$ cat config.mk
export PLATFORM = sky130hd
export DESIGN_NAME = video_timcfg_flat
export DESIGN_NICKNAME = d
export VERILOG_FILES = /design/src/rtl/video_timcfg_if.sv /design/src/rtl/video_timcfg.sv /design/src/flat_wrapper.sv
export SDC_FILE = /design/constraint.sdc
export NUM_CORES = 1
export LEC_CHECK = 0
export CORE_UTILIZATION = 45
export CTS_BUF_LIST = sky130_fd_sc_hd__clkbuf_4 sky130_fd_sc_hd__clkbuf_8
export CTS_CLUSTER_SIZE = 14
export DETAILED_ROUTE_END_ITERATION = 7
export GPL_ROUTABILITY_DRIVEN = 0
export GPL_TIMING_DRIVEN = 0
export HOLD_SLACK_MARGIN = 0.12
export PLACE_DENSITY = 0.67
export SYNTH_ARGS = -nofsm -noshare
export SYNTH_HDL_FRONTEND = slang
export SYNTH_SLANG_ARGS = --single-unit
$ cat constraint.sdc
create_clock -name clk -period 6.9 [get_ports clk]
set_input_delay 1.035 -clock clk [delete_from_list [all_inputs] [get_ports clk]]
set_output_delay 1.035 -clock clk [all_outputs]
set_load 0.02 [all_outputs]
$ cat src/rtl/video_timcfg_if.sv
// Register/command port and timing-generator link of the video mode controller.
// The master modport is the host side; the slave modport is the controller.
interface video_timcfg_if;
   logic        pix_ena;
   logic        cfg_we;
   logic [2:0]  cfg_addr;
   logic [15:0] cfg_wdata;
   logic        cmd_commit;
   logic        cmd_start;
   logic        cmd_stop;
   logic        tg_eof;
   logic [7:0]  Thsync;
   logic [7:0]  Thgdel;
   logic [15:0] Thgate;
   logic [15:0] Thlen;
   logic [7:0]  Tvsync;
   logic [7:0]  Tvgdel;
   logic [15:0] Tvgate;
   logic [15:0] Tvlen;
   logic        tg_clk_ena;
   logic        tg_rst_n;
   logic        busy;
   logic        running;
   logic        cfg_done;
   logic        cfg_err;

   modport master (
      output pix_ena, cfg_we, cfg_addr, cfg_wdata, cmd_commit, cmd_start, cmd_stop, tg_eof,
      input  Thsync, Thgdel, Thgate, Thlen, Tvsync, Tvgdel, Tvgate, Tvlen,
      input  tg_clk_ena, tg_rst_n, busy, running, cfg_done, cfg_err
   );

   modport slave (
      input  pix_ena, cfg_we, cfg_addr, cfg_wdata, cmd_commit, cmd_start, cmd_stop, tg_eof,
      output Thsync, Thgdel, Thgate, Thlen, Tvsync, Tvgdel, Tvgate, Tvlen,
      output tg_clk_ena, tg_rst_n, busy, running, cfg_done, cfg_err
   );
endinterface

$ cat src/rtl/video_timcfg.sv
// Video timing mode controller: staging/active timing banks with frame-aligned swap,
// plus start/stop sequencing of the timing generator.
module video_timcfg (
   input logic           clk,
   input logic           rst,
   video_timcfg_if.slave bus
);

   typedef enum logic [1:0] {StStop, StRun, StPend, StDrain} state_e;

   state_e state_q, state_d;
   logic   stop_req_q, stop_req_d;
   logic   act_valid_q;
   logic   run_q, run_d;
   logic   done_q, done_d;
   logic   err_q, err_d;
   logic   load;
   logic   fb;
   logic   stg_we;

   logic [7:0]  stg_hsync_q, stg_hgdel_q, stg_vsync_q, stg_vgdel_q;
   logic [15:0] stg_hgate_q, stg_hlen_q, stg_vgate_q, stg_vlen_q;
   logic [7:0]  act_hsync_q, act_hgdel_q, act_vsync_q, act_vgdel_q;
   logic [15:0] act_hgate_q, act_hlen_q, act_vgate_q, act_vlen_q;

   logic [16:0] h_sum, v_sum;
   logic        h_ok, v_ok, bank_ok;

   // Sums are 17 bits wide so an overflowing Gate cannot wrap below Len.
   always_comb begin
      h_sum   = {9'd0, stg_hsync_q} + {9'd0, stg_hgdel_q} + {1'b0, stg_hgate_q};
      v_sum   = {9'd0, stg_vsync_q} + {9'd0, stg_vgdel_q} + {1'b0, stg_vgate_q};
      h_ok    = (h_sum < {1'b0, stg_hlen_q}) && (stg_hgate_q != 16'd0);
      v_ok    = (v_sum < {1'b0, stg_vlen_q}) && (stg_vgate_q != 16'd0);
      bank_ok = h_ok && v_ok;
   end

   // run_q doubles as the generator reset, so fb is only seen from a live generator.
   assign fb     = bus.tg_eof & bus.pix_ena & run_q;
   assign stg_we = bus.cfg_we && (state_q != StPend);

   always_comb begin
      state_d    = state_q;
      stop_req_d = stop_req_q;
      load       = 1'b0;
      done_d     = 1'b0;
      err_d      = 1'b0;
      unique case (state_q)
         StStop: begin
            if (bus.cmd_commit) begin
               if (bank_ok) begin
                  load   = 1'b1;
                  done_d = 1'b1;
               end else begin
                  err_d = 1'b1;
               end
            end
            if (bus.cmd_start && !bus.cmd_stop) begin
               if (act_valid_q) state_d = StRun;
               else             err_d   = 1'b1;
            end
         end
         StRun: begin
            if (bus.cmd_commit && bank_ok) begin
               state_d    = StPend;
               stop_req_d = bus.cmd_stop;
            end else begin
               if (bus.cmd_commit) err_d = 1'b1;
               if (bus.cmd_stop) state_d = StDrain;
            end
         end
         StPend: begin
            if (bus.cmd_stop) stop_req_d = 1'b1;
            if (fb) begin
               load       = 1'b1;
               done_d     = 1'b1;
               stop_req_d = 1'b0;
               state_d    = (stop_req_q || bus.cmd_stop) ? StStop : StRun;
            end
         end
         StDrain: begin
            if (bus.cmd_commit) err_d = 1'b1;
            if (fb) state_d = StStop;
         end
         default: state_d = StStop;
      endcase
      run_d = (state_d != StStop);
   end

   always_ff @(posedge clk or posedge rst) begin
      if (rst) begin
         state_q     <= StStop;
         stop_req_q  <= 1'b0;
         act_valid_q <= 1'b0;
         run_q       <= 1'b0;
         done_q      <= 1'b0;
         err_q       <= 1'b0;
      end else begin
         state_q    <= state_d;
         stop_req_q <= stop_req_d;
         run_q      <= run_d;
         done_q     <= done_d;
         err_q      <= err_d;
         if (load) act_valid_q <= 1'b1;
      end
   end

   always_ff @(posedge clk or posedge rst) begin
      if (rst) begin
         stg_hsync_q <= '0;
         stg_hgdel_q <= '0;
         stg_hgate_q <= '0;
         stg_hlen_q  <= '0;
         stg_vsync_q <= '0;
         stg_vgdel_q <= '0;
         stg_vgate_q <= '0;
         stg_vlen_q  <= '0;
      end else if (stg_we) begin
         case (bus.cfg_addr)
            3'd0:    stg_hsync_q <= bus.cfg_wdata[7:0];
            3'd1:    stg_hgdel_q <= bus.cfg_wdata[7:0];
            3'd2:    stg_hgate_q <= bus.cfg_wdata;
            3'd3:    stg_hlen_q  <= bus.cfg_wdata;
            3'd4:    stg_vsync_q <= bus.cfg_wdata[7:0];
            3'd5:    stg_vgdel_q <= bus.cfg_wdata[7:0];
            3'd6:    stg_vgate_q <= bus.cfg_wdata;
            default: stg_vlen_q  <= bus.cfg_wdata;
         endcase
      end
   end

   always_ff @(posedge clk or posedge rst) begin
      if (rst) begin
         act_hsync_q <= '0;
         act_hgdel_q <= '0;
         act_hgate_q <= '0;
         act_hlen_q  <= '0;
         act_vsync_q <= '0;
         act_vgdel_q <= '0;
         act_vgate_q <= '0;
         act_vlen_q  <= '0;
      end else if (load) begin
         act_hsync_q <= stg_hsync_q;
         act_hgdel_q <= stg_hgdel_q;
         act_hgate_q <= stg_hgate_q;
         act_hlen_q  <= stg_hlen_q;
         act_vsync_q <= stg_vsync_q;
         act_vgdel_q <= stg_vgdel_q;
         act_vgate_q <= stg_vgate_q;
         act_vlen_q  <= stg_vlen_q;
      end
   end

   assign bus.Thsync     = act_hsync_q;
   assign bus.Thgdel     = act_hgdel_q;
   assign bus.Thgate     = act_hgate_q;
   assign bus.Thlen      = act_hlen_q;
   assign bus.Tvsync     = act_vsync_q;
   assign bus.Tvgdel     = act_vgdel_q;
   assign bus.Tvgate     = act_vgate_q;
   assign bus.Tvlen      = act_vlen_q;
   assign bus.tg_rst_n   = run_q;
   assign bus.tg_clk_ena = run_q & bus.pix_ena;
   assign bus.running    = run_q;
   assign bus.busy       = (state_q == StPend) || (state_q == StDrain);
   assign bus.cfg_done   = done_q;
   assign bus.cfg_err    = err_q;

endmodule

$ cat src/flat_wrapper.sv
// flat-port wrapper written by rule: the top's interface ports become plain ports
module video_timcfg_flat 
  (clk, rst, bus_pix_ena, bus_cfg_we, bus_cfg_addr, bus_cfg_wdata, bus_cmd_commit, bus_cmd_start, bus_cmd_stop, bus_tg_eof, bus_Thsync, bus_Thgdel, bus_Thgate, bus_Thlen, bus_Tvsync, bus_Tvgdel, bus_Tvgate, bus_Tvlen, bus_tg_clk_ena, bus_tg_rst_n, bus_busy, bus_running, bus_cfg_done, bus_cfg_err);
  video_timcfg_if bus_i ();
  input logic clk;
  input logic rst;
  input wire logic [$bits(bus_i.pix_ena)-1:0] bus_pix_ena;
  input wire logic [$bits(bus_i.cfg_we)-1:0] bus_cfg_we;
  input wire logic [$bits(bus_i.cfg_addr)-1:0] bus_cfg_addr;
  input wire logic [$bits(bus_i.cfg_wdata)-1:0] bus_cfg_wdata;
  input wire logic [$bits(bus_i.cmd_commit)-1:0] bus_cmd_commit;
  input wire logic [$bits(bus_i.cmd_start)-1:0] bus_cmd_start;
  input wire logic [$bits(bus_i.cmd_stop)-1:0] bus_cmd_stop;
  input wire logic [$bits(bus_i.tg_eof)-1:0] bus_tg_eof;
  output wire logic [$bits(bus_i.Thsync)-1:0] bus_Thsync;
  output wire logic [$bits(bus_i.Thgdel)-1:0] bus_Thgdel;
  output wire logic [$bits(bus_i.Thgate)-1:0] bus_Thgate;
  output wire logic [$bits(bus_i.Thlen)-1:0] bus_Thlen;
  output wire logic [$bits(bus_i.Tvsync)-1:0] bus_Tvsync;
  output wire logic [$bits(bus_i.Tvgdel)-1:0] bus_Tvgdel;
  output wire logic [$bits(bus_i.Tvgate)-1:0] bus_Tvgate;
  output wire logic [$bits(bus_i.Tvlen)-1:0] bus_Tvlen;
  output wire logic [$bits(bus_i.tg_clk_ena)-1:0] bus_tg_clk_ena;
  output wire logic [$bits(bus_i.tg_rst_n)-1:0] bus_tg_rst_n;
  output wire logic [$bits(bus_i.busy)-1:0] bus_busy;
  output wire logic [$bits(bus_i.running)-1:0] bus_running;
  output wire logic [$bits(bus_i.cfg_done)-1:0] bus_cfg_done;
  output wire logic [$bits(bus_i.cfg_err)-1:0] bus_cfg_err;
  assign bus_i.pix_ena = bus_pix_ena;
  assign bus_i.cfg_we = bus_cfg_we;
  assign bus_i.cfg_addr = bus_cfg_addr;
  assign bus_i.cfg_wdata = bus_cfg_wdata;
  assign bus_i.cmd_commit = bus_cmd_commit;
  assign bus_i.cmd_start = bus_cmd_start;
  assign bus_i.cmd_stop = bus_cmd_stop;
  assign bus_i.tg_eof = bus_tg_eof;
  assign bus_Thsync = bus_i.Thsync;
  assign bus_Thgdel = bus_i.Thgdel;
  assign bus_Thgate = bus_i.Thgate;
  assign bus_Thlen = bus_i.Thlen;
  assign bus_Tvsync = bus_i.Tvsync;
  assign bus_Tvgdel = bus_i.Tvgdel;
  assign bus_Tvgate = bus_i.Tvgate;
  assign bus_Tvlen = bus_i.Tvlen;
  assign bus_tg_clk_ena = bus_i.tg_clk_ena;
  assign bus_tg_rst_n = bus_i.tg_rst_n;
  assign bus_busy = bus_i.busy;
  assign bus_running = bus_i.running;
  assign bus_cfg_done = bus_i.cfg_done;
  assign bus_cfg_err = bus_i.cfg_err;
  video_timcfg u_core (.clk(clk), .rst(rst), .bus(bus_i));
endmodule
==> parameters.txt, run 1 <==
Parameter                              Value

Status
  Run status    completed

Critical path
  Startpoint class of the critical path    flip-flop
  CP required    7.27 ns
  Data arrival time at the worst-slack endpoint    6.63 ns
  Slowest-stage cell, CP    a21oi_2
  Setup CP Type    flip-flop to flip-flop
  Critical path's top delay family    compound AO/OA/AOI/OAI gates
  Library cell appearing most often on the critical path    o21ai_0
  Delay of the slowest cell on the worst path    0.51 ns
  Kind of end point of the critical path    flip-flop
  Highest net fanout along the worst path    10
  Bufs and invs on worst path    2

CTS
  CTS Hold Bufs    0
  Clk sinks    199
  Setup bufs post-CTS    0
  Clock network latency to the later pin of the worst-skew pair    0.49 ns
  H-tree levels    4
  Cts bufs inserted    17
  Maximum number of buffers from clock root to sink    2
  Number of cells upsized or downsized after cts    0
  CTS tree    done
  Post-CTS clock slew at the launch and capture registers of the worst setup and hold paths    0.10 ns
  CTS Root Buffer Type    clkbuf_8

GRT
  GRT overflow    0
  Tot GR Track Use    between 20% and 30%
  Antenna violations before repair    0
  First-pass GRT wire length    35,700 um
  Pin count of the biggest net entering global routing    133
  Number of global-route vias before repair    6,487

Logic synthesis
  Net Count, Synth    903
  Number of warnings issued by yosys    0
  Largest family of logic cells by synthesized area    multiplexers
  Complex-gate fraction of the synthesized area    under 10%
  Number of storage elements in the synthesis netlist    199
  Distinct cell type count after synthesis    46
  Number of instances in the synthesized netlist    804
  Most instantiated flip-flop cell in the synthesis netlist    dfrtp_1
  Count of flip-flops with a built-in enable after synthesis    0
  Area share of xor/xnor cells in the synthesized design    3.19%
  Mean instance size in the synthesized netlist    around 12 um2
  Synthesized cell area    0.00990 mm2
  Mux contribution to synthesized area    20.1%
  Share of the yosys chip area belonging to registers    50.3%
  Area share of fa/ha/maj cells after synthesis    9.41%
  Synthesized-area fraction occupied by and/or/nand/nor cells    6.76%
  Ys async rst share    100%

Route
  Met3 wire length    787 um
  Length of routed met2 wiring    between 10,000 and 15,000 um
  Residual antenna-violating net count after detailed routing    0
  DRC viols    0
  Via-per-instance ratio    5.29
  Number of vias in the routed layout    6,558
  Total iterations of the first detailed-routing run    4
  Total Wirelength    22,600 um
  Routed length per instance    18.2 um
  Top layer reached by signal wires    met4
  Detailed Route Iter0 Violations    277
  M1 wire length    11,200 um

STA
  Slew at the pin with the worst max-slew slack    0.672 ns
  Worst hold slack after final layout    0.494 ns
  Minimum clock period after layout    6.26 ns
  Portion of the clock cycle consumed by the worst path in the final layout    between 90% and 100%
  Number of endpoints with negative hold slack in the final report    0
  RSZ-0062 raised after global routing    no
  Final Slew Violations    0
  Highest achievable clock rate    160 MHz
  Total of endpoints with negative setup slack in the final report    0
  Relative slew margins    55.2%
  Post-Route Skew    0.0180 ns

Cells and area
  Post-route non-filler standard cell count    approximately 1.2k
  # fillers    approximately 1.8k
  Nets    1,051
  Most common cell after layout, fill and taps aside    dfrtp_1
  Area grow syn2layout    21.3%
  Leading cell types in the layout, fill and taps excluded    199 x dfrtp_1, 159 x mux2_2, 128 x clkdlybuf4s50_1
  Number of antenna repair diodes    0
  Ratio of cells with drive above 1 in the final layout    a little over a fifth

Placement
  Number of placed instances with taps included    roughly 1.2k
  Post-DP HPWL    ~17,000 um
  Number of I/O port buffers    128

Floorplanning
  Chip Width    150 um
  Placeable core region    around 0.021 mm2
  Floorplan die area    0.0226 mm2
  Top-level port count    129
  Row count    53
  Die Span Y    between 150 and 200 um
  Effective utilization at floorplan    46.5%

Worst hold path
  Path type of the worst min-delay path    flip-flop to flip-flop

Run
  Max cap viols    0
## state kept, by name, summed over array words and instances (netlist names)
| signal | flops |
|---|---|
| u_core.bus.cfg_done | 1 |
| u_core.stg_hgate_q | 16 |
| u_core.act_valid_q | 1 |
| u_core.stg_vlen_q | 16 |
| u_core.bus.Tvgdel | 8 |
| u_core.stg_vsync_q | 8 |
| u_core.bus.Thgate | 16 |
| u_core.stg_hgdel_q | 8 |
| u_core.bus.Thgdel | 8 |
| u_core.stg_hlen_q | 16 |
| u_core.bus.cfg_err | 1 |
| u_core.bus.running | 1 |
| u_core.bus.Thsync | 8 |
| u_core.stop_req_q | 1 |
| u_core.stg_vgate_q | 16 |
| u_core.stg_hsync_q | 8 |
| u_core.stg_vgdel_q | 8 |
| u_core.bus.Tvlen | 16 |
| u_core.bus.Thlen | 16 |
| u_core.bus.Tvsync | 8 |
| u_core.bus.Tvgate | 16 |
| u_core.state_q | 2 |
## stage by stage
step	cell area, um2	setup TNS [ns]	utilization (%)	worst slack (ns)
2_1_floorplan	9900	0	-	0.439
3_3_place_gp	11500	-441.90	54.1	-2.24
3_5_place_dp	11600	0	54.3	0.797
4_1_cts	12000	0	56.4	0.714
5_1_grt	12000	0	56.4	0.220
6_report	12000	0	56.4	0.638
## routing by layer
metal | vias up | track usage, %
met1 | 3252 | 30.8
met2 | 136 | 32.3
li1 | 3141 | -
met5 | - | 0
met3 | 29 | 3.76
met4 | 0 | 7.47
## logic make-up (layout without fill, tap and decap cells)
logic type,Yosys count,count (layout)
AND/OR/NAND/NOR,137,137
flip-flops,199,199
AO/OA/AOI/OAI,105,105
XOR/XNOR,36,36
multiplexers,177,177
buffers and inverters,78,239
adder cells (fa/ha/maj),72,72
## synthesized netlist by cell type (all sizes together), types with 2 or more instances
| library cell | n | area, um2 |
|---|---|---|
| clkbuf | 10 | 37.5 |
| dfrtp | 199 | 4980 |
| o41ai | 2 | 17.5 |
| fa | 4 | 80.1 |
| nor3 | 5 | 25.0 |
| nand3 | 10 | 50.1 |
| nor2 | 27 | 101 |
| inv | 56 | 210 |
| a21boi | 2 | 15.0 |
| o21ai | 33 | 165 |
| nand2 | 46 | 173 |
| a211oi | 6 | 45.0 |
| nor4 | 11 | 75.1 |
| xor2 | 11 | 96.3 |
| a21oi | 26 | 134 |
| ha | 68 | 851 |
| and3 | 3 | 18.8 |
| nand2b | 6 | 37.5 |
| and2 | 3 | 18.8 |
| o211a | 2 | 20.0 |
| nand4 | 10 | 62.6 |
| a21o | 11 | 82.6 |
| o221ai | 2 | 17.5 |
| mux2 | 177 | 1990 |
| o21a | 8 | 60.1 |
| xnor2 | 25 | 219 |
| or2 | 3 | 18.8 |
| nor2b | 9 | 56.3 |
| buf | 12 | 97.6 |
| o31a | 2 | 17.5 |
| o211ai | 5 | 37.5 |
## cell type report
type	count	area [um2]	area share (%)
sequential	199	4980	41.5
multi-input combinational	527	4570	38.1
timing repair buffer	129	1310	10.9
tap	275	344	2.87
clock buffer	20	269	2.24
inverter	56	218	1.81
clock inverter	12	174	1.45
buffer	22	135	1.13
## final timing paths
path	from	endpoint	slack [ns]	depth (start not counted)
min	u_core.bus.Tvsync[6]	u_core.bus.Tvsync[6]	0.49	1
max reg2reg	u_core.stg_hsync_q[1]	u_core.bus.Thsync[2]	0.64	25
min in group asynchronous	rst	u_core.bus.Thgdel[2]	0.99	2
max in group asynchronous	rst	u_core.bus.Tvlen[0]	4.89	3
min reg2reg	u_core.bus.Tvsync[6]	u_core.bus.Tvsync[6]	0.49	1
max	u_core.stg_hsync_q[1]	u_core.bus.Thsync[2]	0.64	25
Power of run 1 is not shown: default switching activity piles up to over one toggle a cycle in this logic, so the estimate is an artifact.
==> inputs of run 2 (changes only) <==
- SLEW_MARGIN: default -> 20
==> run 2 against run 1 <==
Effect of this change:
- hold slack improved by 0.0049 ns
- critical path depth is 2 higher
- via count hardly changed
- die area stayed put
- worst setup slack improved by 0.12 ns
- clock skew decreased by 0.0032 ns
- critical endpoint is now u_core.bus.Tvsync[5]
- highest routed layer unchanged
==> parameters.txt, run 2 (synthesis gave the netlist of run 1 again) <==
Parameter                              Value

Status
  Run status    completed

Route
  Number of vias in the routed layout    6,560 (+0.030%)
  DRC viols    0 (unchanged)
  Routed length per instance    17.9 um (-1.3%)
  Residual antenna-violating net count after detailed routing    0 (unchanged)
  Total Wirelength    22,300 um (-1.3%)
  Detailed Route Iter0 Violations    277 (unchanged)
  Total iterations of the first detailed-routing run    8 (+4)
  Via-per-instance ratio    5.29 (about the same)

GRT
  GRT overflow    0 (unchanged)
  Antenna violations before repair    0 (unchanged)
  Pin count of the biggest net entering global routing    81 (-39%)
  Tot GR Track Use    20.8% (-0.53 points)
  Number of global-route vias before repair    6,408 (-1.2%)
  First-pass GRT wire length    35,200 um (-1.6%)

CTS
  Cts bufs inserted    17 (unchanged)
  Setup bufs post-CTS    0 (unchanged)
  Number of cells upsized or downsized after cts    0 (unchanged)
  H-tree levels    4 (unchanged)
  Maximum number of buffers from clock root to sink    2 (unchanged)
  CTS Hold Bufs    0 (unchanged)
  Clock network latency to the later pin of the worst-skew pair    0.48 ns (about the same)
  CTS tree    done
  Clk sinks    199 (unchanged)
  CTS Root Buffer Type    clkbuf_8
  Post-CTS clock slew at the launch and capture registers of the worst setup and hold paths    0.10 ns (about the same)

Floorplanning
  Floorplan die area    0.0226 mm2 (unchanged)
  Placeable core region    0.0213 mm2 (unchanged)
  Row count    53 (unchanged)
  Chip Width    150 um (unchanged)
  Top-level port count    129 (unchanged)
  Effective utilization at floorplan    46.5% (unchanged)
  Die Span Y    150 um (unchanged)

STA
  RSZ-0062 raised after global routing    no
  Post-Route Skew    0.0148 ns (-0.00321 ns)
  Relative slew margins    58.3% (+3.1 points)
  Final Slew Violations    0 (unchanged)
  Number of endpoints with negative hold slack in the final report    0 (unchanged)
  Portion of the clock cycle consumed by the worst path in the final layout    89.0% (-1.8 points)
  Least setup slack across all paths after layout    0.761 ns (+0.123 ns)
  Highest achievable clock rate    163 MHz (+2.0%)
  Total of endpoints with negative setup slack in the final report    0 (unchanged)
  Minimum clock period after layout    6.14 ns (-0.123 ns)
  Slew at the pin with the worst max-slew slack    0.625 ns (-0.0471 ns)

Critical path
  Startpoint class of the critical path    flip-flop
  Kind of end point of the critical path    flip-flop
  Highest net fanout along the worst path    10 (unchanged)
  Setup CP Type    flip-flop to flip-flop
  Data arrival time at the worst-slack endpoint    6.50 ns (-0.13 ns)
  CP required    7.26 ns (about the same)

Cells and area
  Leading cell types in the layout, fill and taps excluded    199 x dfrtp_1, 159 x mux2_2, 128 x clkdlybuf4s50_1
  Number of antenna repair diodes    0 (unchanged)
  Area grow syn2layout    20.9%
  Ratio of cells with drive above 1 in the final layout    21.7% (+0.081 points)
  Most common cell after layout, fill and taps aside    dfrtp_1
  Nets    1,052 (+0.095%)

Placement
  Number of I/O port buffers    128 (unchanged)
  Post-DP HPWL    16,600 um (+0.65%)
  Pre-CTS WS    0.806 ns (+0.00881 ns)

Run
  Max cap viols    0 (unchanged)

Worst hold path
  Path type of the worst min-delay path    flip-flop to flip-flop
run 2: cell types whose count changed in the layout (fill, tap and decap cells not counted):
cell,previous run,this run
clkinvlp_4,1,5
inv_6,1,3
buf_16,1,2
bufinv_16,4,1
inv_8,1,3
clkinv_4,2,3
clkinv_2,4,0
clkbuf_8,19,17
run 2: metal layers:
| metal | part of all wire [%] | track usage [%] | vias up |
|---|---|---|---|
| met4 | 1.6 | 5.91 | 0 |
| met3 | 3.8 | 4.00 | 22 |
| met1 | 50 | 30.4 | 3265 |
| met5 | 0 | 0 | - |
| li1 | - | - | 3146 |
| met2 | 45 | 31.4 | 127 |
run 2: per-stage QoR:
| stage | area (um2) | utilization (%) | setup TNS, ns | hold WS, ns | cells |
|---|---|---|---|---|---|
| floorplan | 9900 | - | 0 | 0.454 | 804 |
| global placement | 11500 | 54.1 | -441.90 | 0.472 | 1207 |
| detailed placement | 11600 | 54.4 | 0 | 0.474 | 1209 |
| CTS | 12000 | 56.2 | 0 | 0.505 | 1241 |
| global route | 12000 | 56.2 | 0 | 0.519 | 1241 |
| finish | 12000 | 56.2 | 0 | 0.499 | 1241 |
run 2: layout make-up:
class | instances | area [um2]
Fill cell | 1807 | 9320
Sequential cell | 199 | 4980
Multi-Input combinational cell | 527 | 4570
Timing Repair Buffer | 130 | 1340
Tap cell | 275 | 344
Clock buffer | 18 | 241
Inverter | 56 | 218
Clock inverter | 14 | 143
Buffer | 22 | 135
run 2: final timing paths:
path                            cells after the start  slack [ns]                    end             startpoint
worst min-delay path                                1        0.50   u_core.bus.Thsync[4]   u_core.bus.Thsync[4]
worst max-delay path                               27        0.76   u_core.bus.Tvsync[5]  u_core.stg_hsync_q[0]
min in group asynchronous                           2        0.92   u_core.bus.Thgdel[2]                    rst
worst min register to register                      1        0.50   u_core.bus.Thsync[4]   u_core.bus.Thsync[4]
worst max register to register                     27        0.76   u_core.bus.Tvsync[5]  u_core.stg_hsync_q[0]
max in group asynchronous                           4        4.86  u_core.stg_vlen_q[12]                    rst
run 2: worst max-delay path: stages, from the launching register on:
cell      delay, ns
dfrtp_1        0.40
ha_1           0.19
inv_1          0.06
fa_1           0.40
nor2b_1        0.11
o21ai_0        0.11
a21boi_0       0.24
o21ai_0        0.11
nand2b_1       0.11
xor2_1         0.20
ha_1           0.30
and2_1         0.19
o21ai_0        0.27
a21oi_1        0.11
o21ai_0        0.31
nor2_1         0.12
nand3_1        0.11
xnor2_1        0.13
ha_1           0.27
nand4_1        0.17
nor4_1         0.08
nor3b_1        0.17
nor4_2         0.46
nand3_1        0.15
a21oi_2        0.50
buf_6          0.25
buf_6          0.17
mux2_1         0.33
Power of run 2 is left out for the same reason.
